===== config.mk =====
export PLATFORM = sky130hd
export DESIGN_NAME = muldiv_unit
export DESIGN_NICKNAME = d
export VERILOG_FILES = /design/src/rtl/muldiv_unit.sv
export SDC_FILE = /design/constraint.sdc
export NUM_CORES = 1
export LEC_CHECK = 0
export ABC_AREA = 1
export CORE_ASPECT_RATIO = 1.1
export CORE_MARGIN = 1
export CORE_UTILIZATION = 45
export CTS_CLUSTER_DIAMETER = 120
export DETAILED_ROUTE_END_ITERATION = 10
export RECOVER_POWER = 50
export REMOVE_ABC_BUFFERS = 1
export SYNTH_ARGS = -nofsm -noshare
export SYNTH_HDL_FRONTEND = slang
export SYNTH_SLANG_ARGS = --single-unit

===== constraint.sdc =====
create_clock -name clk -period 5.9 [get_ports clk]
set_input_delay 1.18 -clock clk [delete_from_list [all_inputs] [get_ports clk]]
set_output_delay 1.18 -clock clk [all_outputs]
set_load 0.01 [all_outputs]

===== src/rtl/muldiv_unit.sv =====
// Iterative unsigned MUL/MULHU/DIVU/REMU unit on a shared 33-bit add/sub datapath, one bit per cycle.
// Latency: 33 cycles after accept (32 CALC steps + DONE); divide-by-zero finishes in 1 cycle.
// Backpressure: StallE holds the front-end while busy; DoneE pulses once when the result may advance.
// Ports: clk/rst (async active-low); StartE/OpE/SrcAE/SrcBE request; FlushE aborts;
//        StallE, DoneE, MulDivResultE (registered, held until the next DONE).
module muldiv_unit (
  input  logic        clk,
  input  logic        rst,
  input  logic        StartE,
  input  logic [1:0]  OpE,
  input  logic [31:0] SrcAE,
  input  logic [31:0] SrcBE,
  input  logic        FlushE,
  output logic        StallE,
  output logic        DoneE,
  output logic [31:0] MulDivResultE
);

  typedef enum logic [1:0] {
    IDLE = 2'd0,
    CALC = 2'd1,
    DONE = 2'd2
  } state_t;

  state_t      state, state_nxt;
  logic [1:0]  op, op_nxt;
  logic [31:0] b_reg, b_nxt;
  logic [63:0] work, work_nxt;
  logic [4:0]  count, count_nxt;
  logic [31:0] result, result_nxt;

  logic        accept;
  logic        div_by_zero;
  logic [32:0] mul_sum;
  logic [63:0] div_t;
  logic [32:0] div_d;
  logic [63:0] step_work;

  assign accept      = (state == IDLE) && StartE && !FlushE;
  assign div_by_zero = OpE[1] && (SrcBE == 32'h0);

  // One iteration of the shared datapath. Multiply: conditional add into the
  // upper half, then shift right with the carry landing in bit 63. Divide:
  // restoring step, quotient bits shift into the low half, remainder on top.
  always_comb begin
    mul_sum = work[0] ? ({1'b0, work[63:32]} + {1'b0, b_reg}) : {1'b0, work[63:32]};
    div_t   = {work[62:0], 1'b0};
    div_d   = {1'b0, div_t[63:32]} - {1'b0, b_reg};
    if (op[1]) begin
      step_work = div_d[32] ? div_t : {div_d[31:0], div_t[31:1], 1'b1};
    end else begin
      step_work = {mul_sum, work[31:1]};
    end
  end

  always_comb begin
    state_nxt  = state;
    op_nxt     = op;
    b_nxt      = b_reg;
    work_nxt   = work;
    count_nxt  = count;
    result_nxt = result;
    case (state)
      IDLE: begin
        if (accept) begin
          op_nxt    = OpE;
          b_nxt     = SrcBE;
          work_nxt  = {32'h0, SrcAE};
          count_nxt = 5'd0;
          if (div_by_zero) begin
            // RISC-V semantics: quotient all ones, remainder is the dividend.
            state_nxt  = DONE;
            result_nxt = OpE[0] ? SrcAE : 32'hFFFF_FFFF;
          end else begin
            state_nxt = CALC;
          end
        end
      end
      CALC: begin
        work_nxt  = step_work;
        count_nxt = count + 5'd1;
        if (count == 5'd31) begin
          state_nxt = DONE;
          // op[0] picks the upper half: MULHU and REMU; MUL/DIVU use the lower half.
          result_nxt = op[0] ? step_work[63:32] : step_work[31:0];
        end
      end
      DONE: begin
        state_nxt = IDLE;
      end
      default: begin
        state_nxt = IDLE;
      end
    endcase
    // A flush abandons the instruction outright: no datapath update, no result.
    if (FlushE) begin
      state_nxt  = IDLE;
      op_nxt     = op;
      b_nxt      = b_reg;
      work_nxt   = work;
      count_nxt  = 5'd0;
      result_nxt = result;
    end
  end

  always_ff @(posedge clk or negedge rst) begin
    if (!rst) begin
      state  <= IDLE;
      op     <= 2'b00;
      b_reg  <= 32'h0;
      work   <= 64'h0;
      count  <= 5'd0;
      result <= 32'h0;
    end else begin
      state  <= state_nxt;
      op     <= op_nxt;
      b_reg  <= b_nxt;
      work   <= work_nxt;
      count  <= count_nxt;
      result <= result_nxt;
    end
  end

  // Gated by rst so every output reads 0 while reset is asserted, even with
  // StartE still high from the pipeline.
  assign StallE        = rst && !FlushE && (((state == IDLE) && StartE) || (state == CALC));
  assign DoneE         = (state == DONE) && !FlushE;
  assign MulDivResultE = result;

endmodule


==> flow_metrics.tcl <==
set metrics [dict create \
    antenna_found_initial 0 \
    synth_async_sr_flop_share 1.000 \
    status "finished, violations left" \
    switching_power_w 0.004826 \
    first_global_vias 12490 \
    antenna_cells 0 \
    period_share 0.7835 \
    wl_per_cell_um 17.05 \
    avgViaCountPerCell 5.216 \
    path_clk_slew_ns 0.06 \
    drive_gt1_frac 0.03188 \
    finish.utilization 0.5244 \
    hold_class "reg2reg" \
    ys_seq_elements 137 \
    combPwrFrac 0.661 \
    ys_warn_count 0 \
    synthTopCellsByArea "dfrtp_1 (27%), nand2_1 (21%), inv_1 (12%)" \
    finalNonFillerCells 2590 \
    violations "capacitance limit, slew limit" \
    worstSetupStartpoint "rst" \
    rows 64 \
    endpoint_kind "output port" \
    cts_tree "done" \
    yosys.area.top_type "dfrtp_1" \
    syn_avg_cell_area_um2 5.933 \
    pwr-share-clk 0.126 \
    postCtsResizedCells 0 \
    largest_reg_flops 64 \
    ys_types 42 \
    path_buf_inv 2 \
    timing.hold.ws_ns 0.5092 \
    grt_overflow 0 \
    postCtsHoldBufs 0 \
    drt_iter0_markers 1046 \
    seq_power_share 0.213 \
    grt_max_degree 90 \
    die-area_mm2 0.02902 \
    cp-endpoint "StallE" \
    worst_slew_pin_slew_ns 2.856 \
    tns_ns 0 \
    grt_pass1_wl_mm 68.79 \
    setup_viol 0 \
    netlist_instances 2150 \
    ir_drop_uv 245.4 \
    hpwl_mm 33.97 \
    r2r-start "state[0]" \
    yosysMostFrequentCell "nand2_1" \
    ff_latch_area_mm2 0.003430 \
    cp_max_fo 29 \
    initial_core_util 0.4577 \
    ff2ff_path_depth 5 \
    cts.sinks 137 \
    htreeDepth 4 \
    core_area_mm2 0.02787 \
    gp_congestion 0.9758 \
    internal-power_w 0.003890 \
    slowest_stage "clkbuf_1" \
    die_w_um 162.5 \
    clk_path_buf_depth 2 \
    post-cts-setup-buffer-count 0 \
    multi_input_area_mm2 0.007491 \
    critPathArrivalTime_ns 3.44 \
    fin_skew_ns 0.01354 \
    synth_top_cell_area_share 0.2688 \
    placed_cells 2559 \
    startpoint_type "input port" \
    max_stage_delay_ns 1.36 \
    drc_errors 0 \
    synth_seq_area_share 0.2688 \
    totalPowerFinal_w 0.008716 \
    vias 13510 \
    fillers 2993 \
    reg2reg_to "b_reg[15]" \
    firstDrtPassIters 5 \
    ys.flop_type "dfrtp_1" \
    cap_viol_max_count 3 \
    p_per_area_mw_per_mm2 596.5 \
    cts-buffers-inserted 17 \
    cp.required_ns 4.72 \
    root_buffer "clkbuf_16" \
    syn2layout_area_growth_pct 14.56 \
    maxSlewHeadroom -0.9040 \
    port_buffers 103 \
    dieHeight_um 178.6 \
    cp_top_family "buffers and inverters" \
    drt-total-wl_mm 44.17 \
    crit_type "in2out" \
    synth_common_cells "nand2_1 (701), inv_1 (412), nor2_1 (197)" \
    nNetsFinal 2354 \
    clkLatencyLatePin_ns 0.44 \
    synth_edf_count 0 \
    hold_path_depth 1 \
    final_hold_viol_count 0 \
    period_minus_slack_ns 4.622 \
    grt_usage 0.3122 \
    drv_slew 98 \
    p_leak_nw 7.927 \
    ios 104 \
    swShare 0.5536 \
    antenna_left 0 \
    min_from "count[4]" \
    synth.cell_area_mm2 0.01276 \
    maxClockFrequency_ghz 0.2163 \
    rrSetupSlack_ns 2.50 \
    worstSetupPathDepth 4 \
    path_cells "clkbuf_1 > nand2_1 > nor2_1 > clkdlybuf4s50_1" \
    rsz0062_at_grt "false" \
]
[metal layers]
layer,vias to the layer above,routed length (µm),part of all wire,GRT usage
met5,-,0,0,0
met4,0,1073,0.024,0.09385
met3,51,2162,0.049,0.03209
met2,352,19630,0.44,0.4963
met1,6272,21300,0.48,0.4442
li1,6834,-,-,-
[metrics by stage]
| stage | instance area (µm²) | setup WS (ns) |
|---|---|---|
| 5_1_grt | 14610 | 1.035 |
| 4_1_cts | 14630 | 2.051 |
| 2_1_floorplan | 12480 | -0.08931 |
| 6_report | 14610 | 1.278 |
| 3_5_place_dp | 14070 | 1.776 |
| 3_3_place_gp | 14070 | 1.841 |
[power groups by stage]
stage               combinational (W)  clock [W]  sequential [W]
global route                  0.00651    0.00114         0.00190
detailed placement            0.00571          0         0.00185
CTS                           0.00575    0.00111         0.00184
finish                        0.00576    0.00110         0.00186
global placement              0.00567          0         0.00186
floorplan                     0.00394          0         0.00175
[area by class of cell]
type | instances | share of cell area
Sequential cell | 137 | 0.2347
Multi-Input combinational cell | 1525 | 0.5126
Clock inverter | 11 | 0.008477
Inverter | 420 | 0.1079
Tap cell | 363 | 0.03108
Clock buffer | 20 | 0.02988
Timing Repair Buffer | 114 | 0.07535
[placed cells by master, fill, tap and decap left out, drive strengths merged]
cell type	count
bufinv	2
and3	1
clkinvlp	3
nand3	103
dlygate4sd3	34
nand3b	6
a21oi	127
o211ai	26
nand2	707
clkinv	5
fa	2
xor2	20
and2	3
nand4	23
a32o	1
o22ai	9
o21bai	20
xnor2	5
ha	67
o21ai	176
inv	421
buf	9
nor3	14
nor2	200
a21o	3
a22o	5
dfrtp	137
clkdlybuf4s50	68
mux2	1
or2	1
clkbuf	23
nor4	5
[worst min-delay path by stage]
stage | to | slack, ns
2_1_floorplan | work[21] | 0.47
4_1_cts | count[4] | 0.51
3_5_place_dp | count[4] | 0.49
3_3_place_gp | count[4] | 0.49
6_report | count[4] | 0.51
5_1_grt | count[4] | 0.53
[logic make-up (layout without fill, tap and decap cells)]
family / after synthesis / in the layout / share of synthesized area
flops: 137 / 137 / 0.2688
buf+inv: 488 / 565 / 0.1452
mux: 1 / 1 / 0.0008827
compound gates: 367 / 367 / 0.1587
simple gates: 1063 / 1063 / 0.3405
fa+ha+maj: 69 / 69 / 0.06886
xor+xnor: 25 / 25 / 0.01717
Note: power is estimated with default switching activity, not from simulation.
